--- config.mk ---
export PLATFORM = sky130hd
export DESIGN_NAME = wfa_traceback_walker
export DESIGN_NICKNAME = d
export VERILOG_FILES = /design/src/rtl/wfa_pkg.sv /design/src/rtl/wfa_tb_decode.sv /design/src/rtl/wfa_traceback_walker.sv
export SDC_FILE = /design/constraint.sdc
export NUM_CORES = 1
export LEC_CHECK = 0
export CORE_MARGIN = 2
export CORE_UTILIZATION = 25
export DETAILED_ROUTE_END_ITERATION = 6
export HOLD_SLACK_MARGIN = 0.05
export PLACE_DENSITY = 0.52
export SLEW_MARGIN = 10
export SYNTH_ARGS = -nofsm -noshare
export SYNTH_HDL_FRONTEND = slang
export SYNTH_SLANG_ARGS = --single-unit
--- constraint.sdc ---
create_clock -name clk -period 9.2 [get_ports clk]
set_input_delay 1.84 -clock clk [delete_from_list [all_inputs] [get_ports clk]]
set_output_delay 1.84 -clock clk [all_outputs]
set_load 0.005 [all_outputs]
--- src/rtl/wfa_pkg.sv ---
// Shared encodings for the WFA traceback path: TB pointer words, edit op codes,
// matrix identifiers and the walker FSM states.
package wfa_pkg;

    localparam logic [3:0] TB_MISMATCH = 4'b0000;
    localparam logic [3:0] TB_I_OPEN   = 4'b0101;
    localparam logic [3:0] TB_I_EXT    = 4'b0001;
    localparam logic [3:0] TB_D_OPEN   = 4'b1010;
    localparam logic [3:0] TB_D_EXT    = 4'b0010;
    localparam logic [3:0] TB_INVALID  = 4'b1111;

    typedef enum logic [1:0] {
        OP_X = 2'd0,
        OP_I = 2'd1,
        OP_D = 2'd2
    } op_code_t;

    typedef enum logic [1:0] {
        MAT_M = 2'd0,
        MAT_I = 2'd1,
        MAT_D = 2'd2
    } mat_t;

    typedef enum logic [2:0] {
        ST_IDLE   = 3'd0,
        ST_READ   = 3'd1,
        ST_WAIT   = 3'd2,
        ST_DECODE = 3'd3,
        ST_EMIT   = 3'd4,
        ST_DONE   = 3'd5,
        ST_ERR    = 3'd6
    } state_t;

endpackage

--- src/rtl/wfa_tb_decode.sv ---
// Combinational TB pointer decoder: pointer + current matrix -> op, score step,
// diagonal step, next matrix, and whether this is an M->I/D hop or illegal.
module wfa_tb_decode
    import wfa_pkg::*;
(
    input  logic [3:0]        ptr_i,
    input  mat_t              mat_i,
    output op_code_t          op_o,
    output logic [1:0]        ds_o,
    output logic signed [1:0] dk_o,
    output mat_t              next_mat_o,
    output logic              switch_o,
    output logic              illegal_o
);

    always_comb begin
        op_o       = OP_X;
        ds_o       = 2'd1;
        dk_o       = 2'sd0;
        next_mat_o = MAT_M;
        switch_o   = 1'b0;
        illegal_o  = 1'b0;
        if (ptr_i == TB_INVALID) begin
            illegal_o = 1'b1;
        end else begin
            case (mat_i)
                MAT_M: begin
                    // An I/D source only changes matrix; the same pointer is reused.
                    case (ptr_i[1:0])
                        2'b00: next_mat_o = MAT_M;
                        2'b01: begin
                            switch_o   = 1'b1;
                            next_mat_o = MAT_I;
                        end
                        2'b10: begin
                            switch_o   = 1'b1;
                            next_mat_o = MAT_D;
                        end
                        default: illegal_o = 1'b1;
                    endcase
                end
                MAT_I: begin
                    op_o = OP_I;
                    dk_o = -2'sd1;
                    if (ptr_i[2]) begin
                        ds_o       = 2'd2;
                        next_mat_o = MAT_M;
                    end else begin
                        ds_o       = 2'd1;
                        next_mat_o = MAT_I;
                    end
                end
                MAT_D: begin
                    op_o = OP_D;
                    dk_o = 2'sd1;
                    if (ptr_i[3]) begin
                        ds_o       = 2'd2;
                        next_mat_o = MAT_M;
                    end else begin
                        ds_o       = 2'd1;
                        next_mat_o = MAT_D;
                    end
                end
                default: illegal_o = 1'b1;
            endcase
        end
    end

endmodule

--- src/rtl/wfa_traceback_walker.sv ---
// Walks TB pointers back from (s,k) to (0,0) in M, emitting one X/I/D edit op
// per score step over a valid/ready port.
module wfa_traceback_walker
    import wfa_pkg::*;
#(
    parameter int LOG_MAX_WAVEFRONT_LEN = 8,
    parameter int DATA_WIDTH            = 8,
    parameter int TB_POINTER_WIDTH      = 4
) (
    input  logic                              clk,
    input  logic                              rst,
    input  logic                              start,
    input  logic [LOG_MAX_WAVEFRONT_LEN-1:0]  start_s,
    input  logic signed [DATA_WIDTH-1:0]      start_k,
    output logic                              busy,
    output logic                              done,
    output logic                              error,
    output logic                              tb_rd_en,
    output logic [LOG_MAX_WAVEFRONT_LEN-1:0]  tb_rd_s,
    output logic signed [DATA_WIDTH-1:0]      tb_rd_k,
    input  logic [TB_POINTER_WIDTH-1:0]       tb_rd_data,
    output logic                              op_valid,
    input  logic                              op_ready,
    output logic [1:0]                        op_code,
    output logic [LOG_MAX_WAVEFRONT_LEN-1:0]  op_s,
    output logic signed [DATA_WIDTH-1:0]      op_k,
    output state_t                            dbg_state
);

    localparam int LW = LOG_MAX_WAVEFRONT_LEN;
    localparam int DW = DATA_WIDTH;

    // Handshake: an op transfers on a rising edge where op_valid && op_ready;
    // while op_valid is high and op_ready low the op payload holds stable.

    state_t                  state_q, state_d;
    logic [LW-1:0]           s_q, s_d, nxt_s_q, nxt_s_d, op_s_q, op_s_d;
    logic signed [DW-1:0]    k_q, k_d, nxt_k_q, nxt_k_d, op_k_q, op_k_d;
    mat_t                    mat_q, mat_d, nxt_mat_q, nxt_mat_d;
    logic [TB_POINTER_WIDTH-1:0] ptr_q, ptr_d;
    op_code_t                op_code_q, op_code_d;

    op_code_t                dec_op;
    logic [1:0]              dec_ds;
    logic signed [1:0]       dec_dk;
    mat_t                    dec_next_mat;
    logic                    dec_switch, dec_illegal;

    logic signed [DW:0]      k_ext;
    logic                    k_ovf, s_short;

    wfa_tb_decode u_decode (
        .ptr_i      (ptr_q),
        .mat_i      (mat_q),
        .op_o       (dec_op),
        .ds_o       (dec_ds),
        .dk_o       (dec_dk),
        .next_mat_o (dec_next_mat),
        .switch_o   (dec_switch),
        .illegal_o  (dec_illegal)
    );

    // One extra bit catches k+-1 leaving the signed DW range.
    assign k_ext   = {k_q[DW-1], k_q} + {{(DW-1){dec_dk[1]}}, dec_dk};
    assign k_ovf   = (k_ext[DW] != k_ext[DW-1]);
    assign s_short = (s_q < LW'(dec_ds));

    always_ff @(posedge clk) begin
        if (rst) begin
            state_q   <= ST_IDLE;
            s_q       <= '0;
            k_q       <= '0;
            mat_q     <= MAT_M;
            ptr_q     <= '0;
            op_code_q <= OP_X;
            op_s_q    <= '0;
            op_k_q    <= '0;
            nxt_s_q   <= '0;
            nxt_k_q   <= '0;
            nxt_mat_q <= MAT_M;
        end else begin
            state_q   <= state_d;
            s_q       <= s_d;
            k_q       <= k_d;
            mat_q     <= mat_d;
            ptr_q     <= ptr_d;
            op_code_q <= op_code_d;
            op_s_q    <= op_s_d;
            op_k_q    <= op_k_d;
            nxt_s_q   <= nxt_s_d;
            nxt_k_q   <= nxt_k_d;
            nxt_mat_q <= nxt_mat_d;
        end
    end

    always_comb begin
        state_d   = state_q;
        s_d       = s_q;
        k_d       = k_q;
        mat_d     = mat_q;
        ptr_d     = ptr_q;
        op_code_d = op_code_q;
        op_s_d    = op_s_q;
        op_k_d    = op_k_q;
        nxt_s_d   = nxt_s_q;
        nxt_k_d   = nxt_k_q;
        nxt_mat_d = nxt_mat_q;
        tb_rd_en  = 1'b0;
        op_valid  = 1'b0;
        done      = 1'b0;
        error     = 1'b0;
        busy      = 1'b0;
        case (state_q)
            ST_IDLE: begin
                if (start) begin
                    s_d   = start_s;
                    k_d   = start_k;
                    mat_d = MAT_M;
                    state_d = (start_s == '0 && start_k == '0) ? ST_DONE : ST_READ;
                end
            end
            ST_READ: begin
                busy     = 1'b1;
                tb_rd_en = 1'b1;
                state_d  = ST_WAIT;
            end
            ST_WAIT: begin
                busy    = 1'b1;
                ptr_d   = tb_rd_data;
                state_d = ST_DECODE;
            end
            ST_DECODE: begin
                busy = 1'b1;
                if (dec_illegal) begin
                    state_d = ST_ERR;
                end else if (dec_switch) begin
                    mat_d = dec_next_mat;
                end else if (s_short || k_ovf) begin
                    state_d = ST_ERR;
                end else begin
                    op_code_d = dec_op;
                    op_s_d    = s_q;
                    op_k_d    = k_q;
                    nxt_s_d   = s_q - LW'(dec_ds);
                    nxt_k_d   = k_ext[DW-1:0];
                    nxt_mat_d = dec_next_mat;
                    state_d   = ST_EMIT;
                end
            end
            ST_EMIT: begin
                busy     = 1'b1;
                op_valid = 1'b1;
                if (op_ready) begin
                    s_d   = nxt_s_q;
                    k_d   = nxt_k_q;
                    mat_d = nxt_mat_q;
                    if (nxt_s_q == '0 && nxt_k_q != '0) begin
                        state_d = ST_ERR;
                    end else if (nxt_s_q == '0 && nxt_mat_q == MAT_M) begin
                        state_d = ST_DONE;
                    end else begin
                        state_d = ST_READ;
                    end
                end
            end
            ST_DONE: begin
                done    = 1'b1;
                state_d = ST_IDLE;
            end
            ST_ERR: begin
                error   = 1'b1;
                state_d = ST_IDLE;
            end
            default: state_d = ST_IDLE;
        endcase
    end

    assign tb_rd_s   = s_q;
    assign tb_rd_k   = k_q;
    assign op_code   = op_code_q;
    assign op_s      = op_s_q;
    assign op_k      = op_k_q;
    assign dbg_state = state_q;

endmodule

==> impl_results.md <==
* Die Ht at 120 um
* Post-CTS Repair Setup Buffers at 0
* Netlist cell types at 53
* Final setup violation count at 0
* Avg Inst Size Synth at 8.40 sq um
* FP Rows at 42
* Number of synthesized flops with an enable pin at 0
* Overall routing resource usage at 0.144
* Worst EP arrival at 2.33 ns
* Crit Path Class: reg -> out
* Clock transition at path regs at 0.06 ns
* Starting density of the core at 0.256
* Number of global-route vias before repair at 3119
* VDD IR max at 87.3 uV
* Largest cells by area after synthesis: dfxtp_1 36%, a21oi_1 6.7%, a211oi_1 5.8%
* Die Width at 120 um
* H-tree lvl count at 3
* Fill cell count at 1345
* Min Tclk post-route at 4.17 ns
* I/O pin cnt at 66
* Slew @ Worst Pin at 0.938 ns
* CTS buffer count at 9
* Critical-path cell list: nor2_1, and2_1, buf_4, clkdlybuf4s50_1
* Hold Vio Cnt, Final at 0
* Setup_tns at 0 ns
* CTS Buffer Depth at 2
* CP max stage cell: clkdlybuf4s50_1
* CTS root buf: clkbuf_16
* Max-cap check violation count at 0
* Final period util at 0.453
* Antenna violations before repair at 0
* Relative slew slack at 0.375
* Largest net degree at the start of global routing at 60
* CTS Sinks at 61
* Pwr Total at 846 uW
* Commonest cells post-synth: 61 x dfxtp_1, 45 x a21oi_1, 35 x o21ai_0
* Yosys Warn Count at 0
* RSZ-0062 raised after global routing: false
* Layout cells sized above 1 at 0.0877
* DRT Pass-1 Iters at 5
* Ys flop type: dfxtp_1
* First-pass GRT wire length at 16400 um
* Antenna cells at 0
* Vias at 3191
* Post-route ant nets at 0
* Final hold slack at 0.477 ns
* Number of remaining DRC errors at 0
* Yosys reg bits at 61
* GRT overflow at 0
* Final slew viol count at 0
* Number of buffers added on ports at 65
* Required time of the worst setup path at 7.36 ns
* Syn Inst Count at 402
* Initial DRC count at 191
* Crit Path Max Fanout at 22
* Ys async rst share at 0
* Area Overhead vs Synth at 31.8%
* Status: finished clean
* Worst hold path type: reg -> reg
* DP HPWL at 7250 um
* Final #Nets at 489
* Mapped Nets at 440
* Leakage at 1.53 nW
* Vias per cell at 5.05
* Area fraction of the dominant cell type after synthesis at 0.362
* CTS resizes at 0
* Drt wl/cell at 15.9 um
* Final WL at 10100 um
* Clock skew at 0.00706 ns
* Worst path max stage delay at 0.58 ns
* Core area at 0.0132 sq mm
* DIE AREA at 0.0144 sq mm
* Final core utilization at 0.337
* CP endpoint kind: output port
* Pwr/cell area at 190 mW/mm^2
* Hold buffers post-CTS at 0
* TritonCTS clock tree: yes
* Sequential fraction of the synthesis area at 0.362
* FMAX at 0.240 GHz
* Post-Syn Area at 0.00338 sq mm
* Leading area contributor after synthesis: dfxtp_1
* Critical path launch point type: register
* Place WS at 5.39 ns
* Final WS setup at 5.03 ns
* Clk_lat worst skew at 0.32 ns
* Most common cell in the netlist: dfxtp_1
* Placer congestion estimate at 0.809
==> worst paths after layout <==
kind                     start  endpoint  slack, ns  cells past startpoint
setup reg to reg      ptr_q[0]   op_k[2]       5.31                     13
hold / removal         op_s[7]   op_s[7]       0.48                      2
setup / recovery  dbg_state[1]  op_valid       5.03                      4
hold reg to reg        op_s[7]   op_s[7]       0.48                      2
==> stage by stage <==
stage | std cells | instance area (sq um)
after global routing | 632 | 4450
after global placement | 616 | 4140
after floorplan | 402 | 3380
after CTS | 632 | 4450
after detailed placement | 616 | 4140
final | 632 | 4450
==> cell type report <==
cell class,instances,area (sq um),area share
inverter,14,52.6,0.0118
tap,176,220,0.0495
clock buffer,12,256,0.0576
multi-input combinational,295,1960,0.441
clock inverter,4,55.1,0.0124
sequential,61,1220,0.274
timing repair buffer,70,683,0.154
==> registers in the layout, indices dropped and copies added, names as in the netlist, 3 cells and up <==
register / cells
dbg_state: 3
nxt_k_q: 8
nxt_s_q: 8
op_k: 8
op_s: 8
ptr_q: 4
tb_rd_k: 8
tb_rd_s: 8
==> placed cells by master (no fill, tap or decap), types with 3 or more instances in the layout <==
cell	instances
nand2_1	16
nand3_1	31
clkdlybuf4s50_1	64
mux2i_1	19
buf_4	5
a211oi_1	26
clkbuf_16	9
ha_1	13
or3_1	3
o21ai_0	35
inv_1	13
nor4_1	8
nor3_1	3
xnor2_1	10
nor2_1	33
a211oi_2	3
nand2b_1	4
a21oi_1	45
xor2_1	5
dfxtp_1	61
nor3b_1	3
==> where the power goes <==
group          internal [mW]  switching (mW)
clock network          0.226           0.123
registers              0.280          0.0279
logic                 0.0851           0.104
==> worst max-delay path, delay by kind of cell (launching register included) <==
| kind | cells | cell delay [ns] |
|---|---|---|
| flip-flops | 1 | 0.42 |
| buffers and inverters | 2 | 0.92 |
| AND/OR/NAND/NOR | 2 | 0.66 |
==> kinds of logic after synthesis <==
kind of cell | after synthesis | share of synthesized area
compound gates | 128 | 0.239
flops | 61 | 0.362
simple gates | 117 | 0.177
mux | 19 | 0.0563
buf+inv | 46 | 0.0597
fa+ha+maj | 14 | 0.0541
xor+xnor | 17 | 0.0519
==> layer usage <==
metal  global-route usage  up-vias  routed length (um)
li1                     -     1568                   -
met1                0.188     1516                4730
met2                0.233       91                4670
met3               0.0297       16                 446
met4               0.0522        0                 216
met5                    0        -                   0
Note: power is estimated with default switching activity, not from simulation.
